## src/rtl/idma_txrx_write_mch_if.sv

```systemverilog
// Bundle of the write-channel handshakes: AW request, W datapath beat, response,
// buffer read side and the per-channel peripheral TX outputs.
// slave = the write engine's view, master = the surrounding datapath/peripherals.
interface idma_txrx_write_mch_if #(
    parameter int unsigned StrbWidth = 16,
    parameter int unsigned NumChan   = 4,
    parameter int unsigned LenWidth  = 8
);
    localparam int unsigned ChanW = (NumChan > 1) ? $clog2(NumChan) : 1;
    localparam int unsigned OffW  = $clog2(StrbWidth);

    // AW request
    logic                            aw_valid_i;
    logic                            aw_ready_o;
    logic [ChanW-1:0]                aw_chan_i;
    logic [LenWidth-1:0]             aw_len_i;
    // W datapath beat
    logic                            w_dp_valid_i;
    logic                            w_dp_ready_o;
    logic [OffW-1:0]                 w_dp_offset_i;
    logic [OffW-1:0]                 w_dp_tailer_i;
    logic                            dp_poison_i;
    // Burst response
    logic                            w_dp_rsp_valid_o;
    logic                            w_dp_rsp_ready_i;
    logic [LenWidth:0]               w_dp_rsp_beats_o;
    logic                            w_dp_rsp_error_o;
    // Byte buffer read side
    logic [8*StrbWidth-1:0]          buffer_out_i;
    logic [StrbWidth-1:0]            buffer_out_valid_i;
    logic [StrbWidth-1:0]            buffer_out_ready_o;
    // Peripheral TX channels
    logic [NumChan-1:0]              tx_req_i;
    logic [NumChan-1:0]              tx_ready_i;
    logic [NumChan-1:0]              tx_valid_o;
    logic [NumChan*8*StrbWidth-1:0]  tx_data_o;
    logic                            busy_o;

    modport slave (
        input  aw_valid_i, aw_chan_i, aw_len_i,
        input  w_dp_valid_i, w_dp_offset_i, w_dp_tailer_i, dp_poison_i,
        input  w_dp_rsp_ready_i,
        input  buffer_out_i, buffer_out_valid_i,
        input  tx_req_i, tx_ready_i,
        output aw_ready_o, w_dp_ready_o,
        output w_dp_rsp_valid_o, w_dp_rsp_beats_o, w_dp_rsp_error_o,
        output buffer_out_ready_o,
        output tx_valid_o, tx_data_o, busy_o
    );

    modport master (
        output aw_valid_i, aw_chan_i, aw_len_i,
        output w_dp_valid_i, w_dp_offset_i, w_dp_tailer_i, dp_poison_i,
        output w_dp_rsp_ready_i,
        output buffer_out_i, buffer_out_valid_i,
        output tx_req_i, tx_ready_i,
        input  aw_ready_o, w_dp_ready_o,
        input  w_dp_rsp_valid_o, w_dp_rsp_beats_o, w_dp_rsp_error_o,
        input  buffer_out_ready_o,
        input  tx_valid_o, tx_data_o, busy_o
    );
endinterface

```

## src/rtl/idma_txrx_write_mch.sv

```systemverilog
// Write engine: moves masked buffer beats of one burst through a small FIFO to a selected TX channel.
// Latency: beat accepted in cycle N appears as tx_valid_o in cycle N+1 (no FIFO bypass).
// Backpressure: beats stall while the FIFO is full; the FIFO drains only on tx_req & tx_ready of the burst's channel.
// Optional DRAIN watchdog enabled by defining IDMA_TXRX_WRITE_TIMEOUT_EN.
module idma_txrx_write_mch #(
    parameter int unsigned StrbWidth       = 16,
    parameter int unsigned NumChan         = 4,
    parameter int unsigned FifoDepth       = 4,
    parameter int unsigned LenWidth        = 8,
    parameter bit          MaskInvalidData = 1'b1,
    parameter int unsigned TimeoutCycles   = 1024
) (
    input  logic                  clk_i,
    input  logic                  rst_i,
    idma_txrx_write_mch_if.slave  bus
);
    localparam int unsigned ChanW = (NumChan > 1) ? $clog2(NumChan) : 1;
    localparam int unsigned OffW  = $clog2(StrbWidth);
    localparam int unsigned DataW = 8 * StrbWidth;
    localparam int unsigned PtrW  = $clog2(FifoDepth);
    localparam int unsigned CntW  = PtrW + 1;
    localparam int unsigned BeatW = LenWidth + 1;

    typedef enum logic [1:0] {
        IDLE  = 2'd0,
        BURST = 2'd1,
        DRAIN = 2'd2,
        RESP  = 2'd3
    } state_e;

    // Bytes [offset, tailer) are valid; tailer==0 means "up to the end of the beat".
    function automatic logic [StrbWidth-1:0] beat_mask(input logic [OffW-1:0] off,
                                                       input logic [OffW-1:0] tail);
        logic [StrbWidth-1:0] ones;
        logic [StrbWidth-1:0] lo;
        logic [StrbWidth-1:0] hi;
        ones = '1;
        lo   = ones << off;
        hi   = (tail != '0) ? (ones >> (StrbWidth - 32'(tail))) : ones;
        return lo & hi;
    endfunction

    state_e               state_q, state_d;
    logic [ChanW-1:0]     chan_q, chan_d;
    logic [LenWidth-1:0]  rem_q, rem_d;
    logic                 err_q, err_d;
    logic [BeatW-1:0]     dlv_q, dlv_d;

    logic [DataW-1:0]     mem_q [FifoDepth];
    logic [PtrW-1:0]      wr_ptr_q, rd_ptr_q;
    logic [CntW-1:0]      cnt_q;

    logic [StrbWidth-1:0] mask;
    logic [DataW-1:0]     push_data;
    logic                 fifo_full, fifo_empty;
    logic                 beat_ok, push, pop, flush, dlv_clr, to_hit;
    logic                 sel_req, sel_rdy;
    logic                 aw_ready, w_dp_ready, rsp_valid;
    logic [StrbWidth-1:0] buf_ready;
    logic [NumChan-1:0]   tx_valid;
    logic [NumChan*DataW-1:0] tx_data;

    assign mask       = beat_mask(bus.w_dp_offset_i, bus.w_dp_tailer_i);
    assign fifo_full  = (cnt_q == CntW'(FifoDepth));
    assign fifo_empty = (cnt_q == '0);
    assign beat_ok    = bus.w_dp_valid_i
                      && ((bus.buffer_out_valid_i & mask) == mask)
                      && (bus.buffer_out_valid_i != '0)
                      && !fifo_full;

    // Byte-lane masking of the incoming beat before it is stored
    always_comb begin
        push_data = bus.buffer_out_i;
        for (int b = 0; b < StrbWidth; b++) begin
            if (MaskInvalidData && !mask[b]) begin
                push_data[8*b +: 8] = 8'h00;
            end
        end
    end

    // Route the FIFO head to the burst's channel only; every other channel stays quiet
    always_comb begin
        tx_valid = '0;
        tx_data  = '0;
        sel_req  = 1'b0;
        sel_rdy  = 1'b0;
        for (int c = 0; c < NumChan; c++) begin
            if (ChanW'(c) == chan_q) begin
                tx_valid[c]              = !fifo_empty;
                tx_data[c*DataW +: DataW] = fifo_empty ? '0 : mem_q[rd_ptr_q];
                sel_req                  = bus.tx_req_i[c];
                sel_rdy                  = bus.tx_ready_i[c];
            end
        end
    end

    assign pop = sel_req && sel_rdy && !fifo_empty;

    // Burst control: next state, handshakes and burst bookkeeping
    always_comb begin
        state_d    = state_q;
        chan_d     = chan_q;
        rem_d      = rem_q;
        err_d      = err_q;
        dlv_clr    = 1'b0;
        push       = 1'b0;
        flush      = 1'b0;
        aw_ready   = 1'b0;
        w_dp_ready = 1'b0;
        buf_ready  = '0;
        rsp_valid  = 1'b0;
        unique case (state_q)
            IDLE: begin
                aw_ready = 1'b1;
                if (bus.aw_valid_i) begin
                    chan_d  = bus.aw_chan_i;
                    rem_d   = bus.aw_len_i;
                    err_d   = 1'b0;
                    dlv_clr = 1'b1;
                    state_d = BURST;
                end
            end
            BURST: begin
                if (beat_ok) begin
                    w_dp_ready = 1'b1;
                    buf_ready  = mask;
                    // A poisoned beat is consumed from the buffer but never forwarded
                    if (bus.dp_poison_i) begin
                        err_d = 1'b1;
                    end else begin
                        push = 1'b1;
                    end
                    if (rem_q == '0) begin
                        state_d = DRAIN;
                    end else begin
                        rem_d = rem_q - LenWidth'(1);
                    end
                end
            end
            DRAIN: begin
                if (to_hit) begin
                    flush   = 1'b1;
                    err_d   = 1'b1;
                    state_d = RESP;
                end else if (fifo_empty) begin
                    state_d = RESP;
                end
            end
            RESP: begin
                rsp_valid = 1'b1;
                if (bus.w_dp_rsp_ready_i) begin
                    state_d = IDLE;
                end
            end
            default: state_d = IDLE;
        endcase
    end

    assign dlv_d = dlv_clr ? '0 : (pop ? dlv_q + BeatW'(1) : dlv_q);

    // Burst state and bookkeeping registers
    always_ff @(posedge clk_i) begin
        if (rst_i) begin
            state_q <= IDLE;
            chan_q  <= '0;
            rem_q   <= '0;
            err_q   <= 1'b0;
            dlv_q   <= '0;
        end else begin
            state_q <= state_d;
            chan_q  <= chan_d;
            rem_q   <= rem_d;
            err_q   <= err_d;
            dlv_q   <= dlv_d;
        end
    end

    // FIFO pointers and occupancy; a flush discards whatever is still queued
    always_ff @(posedge clk_i) begin
        if (rst_i || flush) begin
            wr_ptr_q <= '0;
            rd_ptr_q <= '0;
            cnt_q    <= '0;
        end else begin
            if (push) begin
                wr_ptr_q <= wr_ptr_q + PtrW'(1);
            end
            if (pop) begin
                rd_ptr_q <= rd_ptr_q + PtrW'(1);
            end
            unique case ({push, pop})
                2'b10:   cnt_q <= cnt_q + CntW'(1);
                2'b01:   cnt_q <= cnt_q - CntW'(1);
                default: cnt_q <= cnt_q;
            endcase
        end
    end

    // FIFO storage; no reset needed because occupancy gates every read
    always_ff @(posedge clk_i) begin
        if (push) begin
            mem_q[wr_ptr_q] <= push_data;
        end
    end

`ifdef IDMA_TXRX_WRITE_TIMEOUT_EN
    localparam int unsigned ToW = $clog2(TimeoutCycles + 1);
    logic [ToW-1:0] to_cnt_q;

    assign to_hit = (state_q == DRAIN) && (to_cnt_q >= ToW'(TimeoutCycles));

    // Watchdog: restarts on any delivered beat or state change, counts only while draining
    always_ff @(posedge clk_i) begin
        if (rst_i) begin
            to_cnt_q <= '0;
        end else if (pop || (state_d != state_q)) begin
            to_cnt_q <= '0;
        end else if (state_q == DRAIN) begin
            to_cnt_q <= to_cnt_q + ToW'(1);
        end
    end
`else
    logic unused_timeout;
    assign to_hit         = 1'b0;
    assign unused_timeout = (TimeoutCycles != 0);
`endif

    assign bus.aw_ready_o         = aw_ready;
    assign bus.w_dp_ready_o       = w_dp_ready;
    assign bus.buffer_out_ready_o = buf_ready;
    assign bus.w_dp_rsp_valid_o   = rsp_valid;
    assign bus.w_dp_rsp_beats_o   = dlv_q;
    assign bus.w_dp_rsp_error_o   = err_q;
    assign bus.tx_valid_o         = tx_valid;
    assign bus.tx_data_o          = tx_data;
    assign bus.busy_o             = (state_q != IDLE);

endmodule
```

## src/flat_wrapper.sv

```systemverilog
// flat-port wrapper written by rule: the top's interface ports become plain ports
module idma_txrx_write_mch_flat 
#(
    parameter int unsigned StrbWidth       = 16,
    parameter int unsigned NumChan         = 4,
    parameter int unsigned FifoDepth       = 4,
    parameter int unsigned LenWidth        = 8,
    parameter bit          MaskInvalidData = 1'b1,
    parameter int unsigned TimeoutCycles   = 1024
)
  (clk_i, rst_i, bus_aw_valid_i, bus_aw_chan_i, bus_aw_len_i, bus_w_dp_valid_i, bus_w_dp_offset_i, bus_w_dp_tailer_i, bus_dp_poison_i, bus_w_dp_rsp_ready_i, bus_buffer_out_i, bus_buffer_out_valid_i, bus_tx_req_i, bus_tx_ready_i, bus_aw_ready_o, bus_w_dp_ready_o, bus_w_dp_rsp_valid_o, bus_w_dp_rsp_beats_o, bus_w_dp_rsp_error_o, bus_buffer_out_ready_o, bus_tx_valid_o, bus_tx_data_o, bus_busy_o);
  idma_txrx_write_mch_if #(.StrbWidth(StrbWidth), .NumChan(NumChan), .LenWidth(LenWidth)) bus_i ();
  input  logic clk_i;
  input  logic rst_i;
  input wire logic [$bits(bus_i.aw_valid_i)-1:0] bus_aw_valid_i;
  input wire logic [$bits(bus_i.aw_chan_i)-1:0] bus_aw_chan_i;
  input wire logic [$bits(bus_i.aw_len_i)-1:0] bus_aw_len_i;
  input wire logic [$bits(bus_i.w_dp_valid_i)-1:0] bus_w_dp_valid_i;
  input wire logic [$bits(bus_i.w_dp_offset_i)-1:0] bus_w_dp_offset_i;
  input wire logic [$bits(bus_i.w_dp_tailer_i)-1:0] bus_w_dp_tailer_i;
  input wire logic [$bits(bus_i.dp_poison_i)-1:0] bus_dp_poison_i;
  input wire logic [$bits(bus_i.w_dp_rsp_ready_i)-1:0] bus_w_dp_rsp_ready_i;
  input wire logic [$bits(bus_i.buffer_out_i)-1:0] bus_buffer_out_i;
  input wire logic [$bits(bus_i.buffer_out_valid_i)-1:0] bus_buffer_out_valid_i;
  input wire logic [$bits(bus_i.tx_req_i)-1:0] bus_tx_req_i;
  input wire logic [$bits(bus_i.tx_ready_i)-1:0] bus_tx_ready_i;
  output wire logic [$bits(bus_i.aw_ready_o)-1:0] bus_aw_ready_o;
  output wire logic [$bits(bus_i.w_dp_ready_o)-1:0] bus_w_dp_ready_o;
  output wire logic [$bits(bus_i.w_dp_rsp_valid_o)-1:0] bus_w_dp_rsp_valid_o;
  output wire logic [$bits(bus_i.w_dp_rsp_beats_o)-1:0] bus_w_dp_rsp_beats_o;
  output wire logic [$bits(bus_i.w_dp_rsp_error_o)-1:0] bus_w_dp_rsp_error_o;
  output wire logic [$bits(bus_i.buffer_out_ready_o)-1:0] bus_buffer_out_ready_o;
  output wire logic [$bits(bus_i.tx_valid_o)-1:0] bus_tx_valid_o;
  output wire logic [$bits(bus_i.tx_data_o)-1:0] bus_tx_data_o;
  output wire logic [$bits(bus_i.busy_o)-1:0] bus_busy_o;
  assign bus_i.aw_valid_i = bus_aw_valid_i;
  assign bus_i.aw_chan_i = bus_aw_chan_i;
  assign bus_i.aw_len_i = bus_aw_len_i;
  assign bus_i.w_dp_valid_i = bus_w_dp_valid_i;
  assign bus_i.w_dp_offset_i = bus_w_dp_offset_i;
  assign bus_i.w_dp_tailer_i = bus_w_dp_tailer_i;
  assign bus_i.dp_poison_i = bus_dp_poison_i;
  assign bus_i.w_dp_rsp_ready_i = bus_w_dp_rsp_ready_i;
  assign bus_i.buffer_out_i = bus_buffer_out_i;
  assign bus_i.buffer_out_valid_i = bus_buffer_out_valid_i;
  assign bus_i.tx_req_i = bus_tx_req_i;
  assign bus_i.tx_ready_i = bus_tx_ready_i;
  assign bus_aw_ready_o = bus_i.aw_ready_o;
  assign bus_w_dp_ready_o = bus_i.w_dp_ready_o;
  assign bus_w_dp_rsp_valid_o = bus_i.w_dp_rsp_valid_o;
  assign bus_w_dp_rsp_beats_o = bus_i.w_dp_rsp_beats_o;
  assign bus_w_dp_rsp_error_o = bus_i.w_dp_rsp_error_o;
  assign bus_buffer_out_ready_o = bus_i.buffer_out_ready_o;
  assign bus_tx_valid_o = bus_i.tx_valid_o;
  assign bus_tx_data_o = bus_i.tx_data_o;
  assign bus_busy_o = bus_i.busy_o;
  idma_txrx_write_mch #(.StrbWidth(StrbWidth), .NumChan(NumChan), .FifoDepth(FifoDepth), .LenWidth(LenWidth), .MaskInvalidData(MaskInvalidData), .TimeoutCycles(TimeoutCycles)) u_core (.clk_i(clk_i), .rst_i(rst_i), .bus(bus_i));
endmodule
```

## config.mk

```make
export PLATFORM = sky130hd
export DESIGN_NAME = idma_txrx_write_mch_flat
export DESIGN_NICKNAME = d
export VERILOG_FILES = /design/src/rtl/idma_txrx_write_mch_if.sv /design/src/rtl/idma_txrx_write_mch.sv /design/src/flat_wrapper.sv
export SDC_FILE = /design/constraint.sdc
export NUM_CORES = 1
export LEC_CHECK = 0
export ABC_CLOCK_PERIOD_IN_PS = 7900
export CORE_AREA = 5 5 280 282
export CTS_CLUSTER_SIZE = 16
export DETAILED_ROUTE_END_ITERATION = 12
export DIE_AREA = 0 0 285 287
export PLACE_DENSITY_LB_ADDON = 0.08
export SETUP_SLACK_MARGIN = 0.5
export SLEW_MARGIN = 20
export SYNTH_ARGS = -nofsm -noshare
export SYNTH_HDL_FRONTEND = slang
export SYNTH_SLANG_ARGS = --single-unit
```

## constraint.sdc

```tcl
create_clock -name clk_i -period 7.9 [get_ports clk_i]
set_input_delay 1.185 -clock clk_i [delete_from_list [all_inputs] [get_ports clk_i]]
set_output_delay 1.185 -clock clk_i [all_outputs]
set_load 0.05 [all_outputs]
```

* After elaboration in Yosys (flattened, before gate mapping)
Memories as Yosys holds them, arrays and structs flattened. A register that Yosys moved wholly into a read port is not among the register bits. Cells that the tools add are included.
Operators by class: shifts and indexed selects 2, bitwise gates (word level) 2, equality and inequality tests 17, reductions and logical operators 21, add/subtract/negate cells 7, muxes and demuxes 64
Operators by type and width (number):
- 128-bit two-way mux | 5
- 8-bit two-way mux | 19
- 16-bit two-way mux | 3
- 16-bit bitwise AND | 2
- 16-bit by 32-bit right shift with 16-bit output, first input constant | 1
- 1-bit two-way mux | 26
- 16-bit equality test | 1
- 8-bit one-hot mux with 2 select lines | 1
- 16-bit nonzero test | 1
- 16-bit by 4-bit left shift with 16-bit output, first input constant | 1
- 2-bit two-way mux | 7
- 9-bit by 1-bit adder with 9-bit output, second input constant | 1
- 8-bit logical NOT | 1
- 2-bit != test, second input constant | 4
- 2-bit one-hot mux with 4 select lines | 1
- 4-bit AND reduction | 2
- 8-bit by 1-bit subtractor with 8-bit output, second input constant | 1
- 2-bit equality test, second input constant | 3
- 2-bit by 1-bit != test with 1-bit output, second input constant | 3
- 3-bit one-hot mux with 2 select lines | 1
- 2-bit nonzero test | 3
- 5-bit by 4-bit subtractor with 6-bit output, first input constant | 1
- 1-bit logical AND | 5
- 5-bit AND reduction | 1
- other kinds (14) | 19
Storage, ports and cells: bits in writable memories 512, register bits after elaboration 29, input bits 176, memories 1, logic and storage cells 122, output and inout port bits 546
Memory list:
- u_core.mem_q | words 4, bits a word 128, rd ports 1, clocked after memory_dff 1, write ports 1, RTL line idma_txrx_write_mch.sv:49 | logic [DataW-1:0] mem_q [FifoDepth];

* Longest topological paths before layout
word-level depth 13, gate-level depth with buffers 17, gate-level depth less buffers 15

* Worst setup path before layout
OpenSTA, ideal clock, no wires.
path type in2reg, start point input bus_w_dp_tailer_i[1], end point memory u_core.mem_q[0][0] (netlist bit), enable pin, stages 11, data arrival time 6.359 ns, buffers on the path 2, setup time 0.502 ns, data required time 7.398 ns, path slack 1.038 ns, path through inv_1 > ha_1 > clkbuf_1 > o21ai_0 > o221ai_1 > o22ai_1 > o41a_1 > or4_4 > buf_6 > nor3_2 > and2_1
Between the ends: longest elaborated chain between the ends 13, elaborated cells between the ends (all ways) 14, classes of those cells add/sub: 1; eq/ne: 1; shift: 1; mux: 5; bitwise: 2; reduce/logical: 4
RTL lines:
- start, declared | RTL line flat_wrapper.sv:20 | input wire logic [$bits(bus_i.w_dp_tailer_i)-1:0] bus_w_dp_tailer_i;
- 5-bit by 4-bit subtractor with 6-bit output | RTL line idma_txrx_write_mch.sv:39 | hi = (tail != '0) ? (ones >> (StrbWidth - 32'(tail))) : ones;
- 16-bit by 32-bit right shift with 16-bit output | RTL line idma_txrx_write_mch.sv:39
- 16-bit two-way mux (*) | RTL line idma_txrx_write_mch.sv:39
- 16-bit bitwise AND (*) | RTL line idma_txrx_write_mch.sv:40 | return lo & hi;
- 16-bit bitwise AND | RTL line idma_txrx_write_mch.sv:67 | && ((bus.buffer_out_valid_i & mask) == mask)
- 16-bit equality test (*) | RTL line idma_txrx_write_mch.sv:67
- 1-bit logical AND (*) | RTL line idma_txrx_write_mch.sv:67
- 1-bit logical AND (*) | RTL line idma_txrx_write_mch.sv:68 | && (bus.buffer_out_valid_i != '0)
- 1-bit logical AND (*) | RTL line idma_txrx_write_mch.sv:69 | && !fifo_full;
- 1-bit two-way mux (*) | RTL line idma_txrx_write_mch.sv:124 | if (beat_ok) begin
- 1-bit two-way mux (*) | RTL line idma_txrx_write_mch.sv:112 | unique case (state_q)
- 1-bit two-way mux (*) | RTL line idma_txrx_write_mch.sv:201 | if (push) begin
- 1-bit two-way mux (not written as such) (*) | RTL line idma_txrx_write_mch.sv:202 | mem_q[wr_ptr_q] <= push_data;
- end, declared | RTL line idma_txrx_write_mch.sv:49
Every way passes the cells marked *; elsewhere a longest branch is shown, timed or not.

* Worst setup path in the final report
start point input bus_w_dp_tailer_i[0], end point output bus_buffer_out_ready_o[9]
Between the ends: longest elaborated chain between the ends 11, elaborated cells between the ends (all ways) 12, classes of those cells add/sub: 1; eq/ne: 1; shift: 1; mux: 3; bitwise: 2; reduce/logical: 4
RTL lines:
- 5-bit by 4-bit subtractor with 6-bit output | RTL line idma_txrx_write_mch.sv:39
- 16-bit by 32-bit right shift with 16-bit output | RTL line idma_txrx_write_mch.sv:39
- 16-bit two-way mux (*) | RTL line idma_txrx_write_mch.sv:39
- 16-bit bitwise AND (*) | RTL line idma_txrx_write_mch.sv:40
- 16-bit bitwise AND | RTL line idma_txrx_write_mch.sv:67
- 16-bit equality test | RTL line idma_txrx_write_mch.sv:67
- 1-bit logical AND | RTL line idma_txrx_write_mch.sv:67
- 1-bit logical AND | RTL line idma_txrx_write_mch.sv:68
- 1-bit logical AND | RTL line idma_txrx_write_mch.sv:69
- 16-bit two-way mux (*) | RTL line idma_txrx_write_mch.sv:124
- 16-bit two-way mux (*) | RTL line idma_txrx_write_mch.sv:112
- end, declared | RTL line flat_wrapper.sv:32 | output wire logic [$bits(bus_i.buffer_out_ready_o)-1:0] bus_buffer_out_ready_o;
Marks and branches as above.

==> run_results.csv <==
group,metric,value,unit
worst_setup_path,critPathCaptureType,"primary output",
worst_setup_path,crit_type,"input pin to primary output",
detailed_routing,drc,0,
power,power_switching,0.001586,W
sta,fin_skew,0.01110,ns
power,p_leak,11.97,nW
sta,setup_viol,0,
detailed_routing,ant_nets,0,
clock_network,ctsHtreeMaxLevel,2,
synthesis,synth_warnings,0,
worst_setup_path,reg2reg_to,"u_core.mem_q[2][88]",
layout,syn2layout_area_growth,40.96,%
sta,fin_crit,7.090,ns
layout,final_cell_mix,"714 x clkdlybuf4s50_1, 629 x and2_1, 512 x edfxtp_1",
global_routing,antenna_found_initial,22,
sta,setup_slack,0.8095,ns
global_routing,first_global_vias,17223,
layout,final_area,35560,sq um
power,netSwitchingFraction,0.2393,
detailed_routing,vias,16881,
sta,min_period_over_period,0.8975,
clock_network,clkLatencyLatePin,0.61,ns
die,die_h,287,um
synthesis,synth_top_family_by_area,"simple AND/OR/NAND/NOR gates",
detailed_routing,routed_via_density,4.863,
die,io_pins,722,
worst_setup_path,crit_arrival,5.91,ns
synthesis,synth_seq_cells,543,
sta,rsz0062_at_grt,"false",
die,dieArea,81800,sq um
synthesis,synth_edf_count,512,
min_path,holdCritStartpoint,"u_core.rem_q[4]",
global_routing,grtUsageTotal,0.1959,
detailed_routing,drt-pass1-iter-count,5,
detailed_routing,first_iter_violations,1153,
layout,multiInputGateArea,8798,sq um
sta,worst_pin_slew,1.186,ns
clock_network,numClockSinks,543,
power,combPwrFrac,0.112,
synthesis,syn_avg_cell_area,14.62,sq um
power,powerDensity,186.4,nW/um^2
synthesis,synthDistinctLibCells,63,
detailed_routing,wire_per_inst,23.97,um
sta,tns,0,ns
synthesis,synthSimpleGateAreaFrac,0.1936,
synthesis,ys.flop_type,"edfxtp_1",
worst_setup_path,crit_start,"bus_w_dp_tailer_i[0]",
die,row_count,101,
worst_setup_path,critPathMaxFanout,17,
die,fp.dieW,285,um
synthesis,synth_area,25230,sq um
worst_setup_path,reg2reg_depth,8,
global_routing,grt_pass1_wl,120.5,mm
place,port_buffers,721,
worst_setup_path,cp-start-kind,"input pin",
outcome,status,"completed",
place,gp_congestion,0.8418,
synthesis,async_flop_share,0,
min_path,hold_path.class,"flop to flop",
place,dpl.hpwl,58.57,mm
clock_network,cts_buffers,58,
sta,slew_violations,0,
layout,n_fill_cell,6730,
synthesis,synth_xor_area_frac,0.004513,
global_routing,grt_start_max_net_pins,130,
synthesis,yosys.area_share.adder,0.008233,
clock_network,root_buffer,"clkbuf_16",
sta,fin_hold_ws,0.4849,ns
sta,slew_headroom,0.2018,
clock_network,clkSlewWorstSetupHoldPaths,0.06,ns
worst_setup_path,endpoint,"bus_buffer_out_ready_o[9]",
global_routing,gr-total-overflow,0,
worst_setup_path,rr_startpoint,"u_core.cnt_q[0]",
power,p_clk_frac,0.404,
clock_network,post_cts_buffers,0,
place,postPlaceCellArea,33650,sq um
die,start_util,0.3344,
clock_network,cts_tree,"yes",
power,total_power,0.006627,W
power,ir_drop,0.0001544,V
synthesis,synthMuxAreaShare,0.1155,
layout,final_common_cell,"clkdlybuf4s50_1",
power,seq_power_share,0.484,
sta,clock.fmax,141.0,MHz
worst_setup_path,required,6.71,ns
synthesis,ys_seq_area_frac,0.6341,
clock_network,ctsHoldBuffers,0,
sta,hold_viol,0,
clock_network,cts_resized,0,
synthesis,synth_nets,1918,
layout,drive_gt1_frac,0.1101,
die,placeableCoreArea,75440,sq um
detailed_routing,drt-total-wl,83.19,mm
flow_run,maxCapViolCount,0,
synthesis,synthCells,1726,
worst_setup_path,r2r_slack,4.57,ns
layout,nets,2628,
place,dpl_worst_slack,0.7267,ns
synthesis,synth-compound-area-share,0.02391,
power,intPower,0.005042,W
layout,seqCellArea,16000,sq um
clock_network,cts_buffer_depth,3,
[cell usage after synthesis, types with 10 or more instances]
| master | number | area, sq um |
|---|---|---|
| xor2_1 | 10 | 87.58 |
| a21oi_1 | 13 | 65.06 |
| and3_1 | 11 | 68.82 |
| nor2_1 | 54 | 202.7 |
| clkbuf_1 | 86 | 322.8 |
| and2_1 | 633 | 3960 |
| ha_1 | 15 | 187.7 |
| o21ai_0 | 13 | 65.06 |
| nand4_1 | 12 | 75.07 |
| nor4_1 | 11 | 68.82 |
| nor3_1 | 14 | 70.07 |
| nand2_1 | 24 | 90.09 |
| dfxtp_1 | 31 | 620.6 |
| edfxtp_1 | 512 | 15370 |
| buf_1 | 14 | 52.55 |
| mux4_2 | 128 | 2883 |
| nor2b_1 | 14 | 87.58 |
| inv_1 | 27 | 101.4 |
[through the flow]
step,utilization,instances
after floorplan,-,1726
after global placement,0.4459,3354
after detailed placement,0.4460,3354
after CTS,0.4708,3458
after global routing,0.4712,3467
final,0.4714,3471
[sequential cells by signal, summed over array words and instances (netlist names), named ones only]
signal / flops
u_core.wr_ptr_q: 2
u_core.bus.w_dp_rsp_error_o: 1
u_core.rem_q: 8
u_core.mem_q: 512
u_core.rd_ptr_q: 2
u_core.chan_q: 2
u_core.bus.w_dp_rsp_beats_o: 9
u_core.cnt_q: 3
u_core.state_q: 2
[worst max-delay path: stages]
cell	delay [ns]
clkdlybuf4s50_1	0.57
inv_1	0.09
ha_1	0.43
o21bai_1	0.33
o21ai_1	0.39
a31oi_2	0.36
nor2b_1	0.27
or4_4	0.63
or2_2	0.51
nor2_1	0.25
clkdlybuf4s50_1	0.87
[routing by layer]
layer  global-route usage  wire (um)  share of wire  vias to the layer above
li1                     -          -              -                     7750
met1               0.2510      33770           0.41                     8415
met2               0.3333      41670           0.50                      606
met3              0.04933       5784          0.070                      100
met4              0.05419       1895          0.023                       10
met5                    0         69        0.00083                        -
[worst min-delay path by stage]
stage,endpoint,cells after the start
floorplan,u_core.rem_q[4],2
global placement,u_core.rem_q[4],2
detailed placement,u_core.rem_q[4],2
CTS,u_core.rem_q[4],2
global route,u_core.rem_q[4],2
finish,u_core.rem_q[4],2
[final cells by class]
class                      instances  area share
sequential                       543      0.4500
antenna                           13   0.0009148
tap                              978     0.03441
clock buffer                      75     0.04377
clock inverter                    29    0.008867
inverter                          27    0.002850
timing repair buffer             754      0.2117
multi-input combinational       1052      0.2474
[power by group through the flow]
stage / sequential, W / clock, W / combinational, W
CTS: 0.00321 / 0.00275 / 0.000745
detailed placement: 0.00327 / 0 / 0.000741
finish: 0.00321 / 0.00268 / 0.000739
floorplan: 0.00326 / 0 / 0.000439
global route: 0.00321 / 0.00288 / 0.000797
global placement: 0.00327 / 0 / 0.000735
[cells by family after synthesis]
| family | count (synthesis) |
|---|---|
| DFF | 543 |
| adders and majority gates | 16 |
| AOI/OAI and AO/OA | 82 |
| buffers and inverters | 131 |
| muxes | 131 |
| xor gates and xnor gates | 13 |
| and+or+nand+nor | 810 |
(Power assumes the default switching activity.)
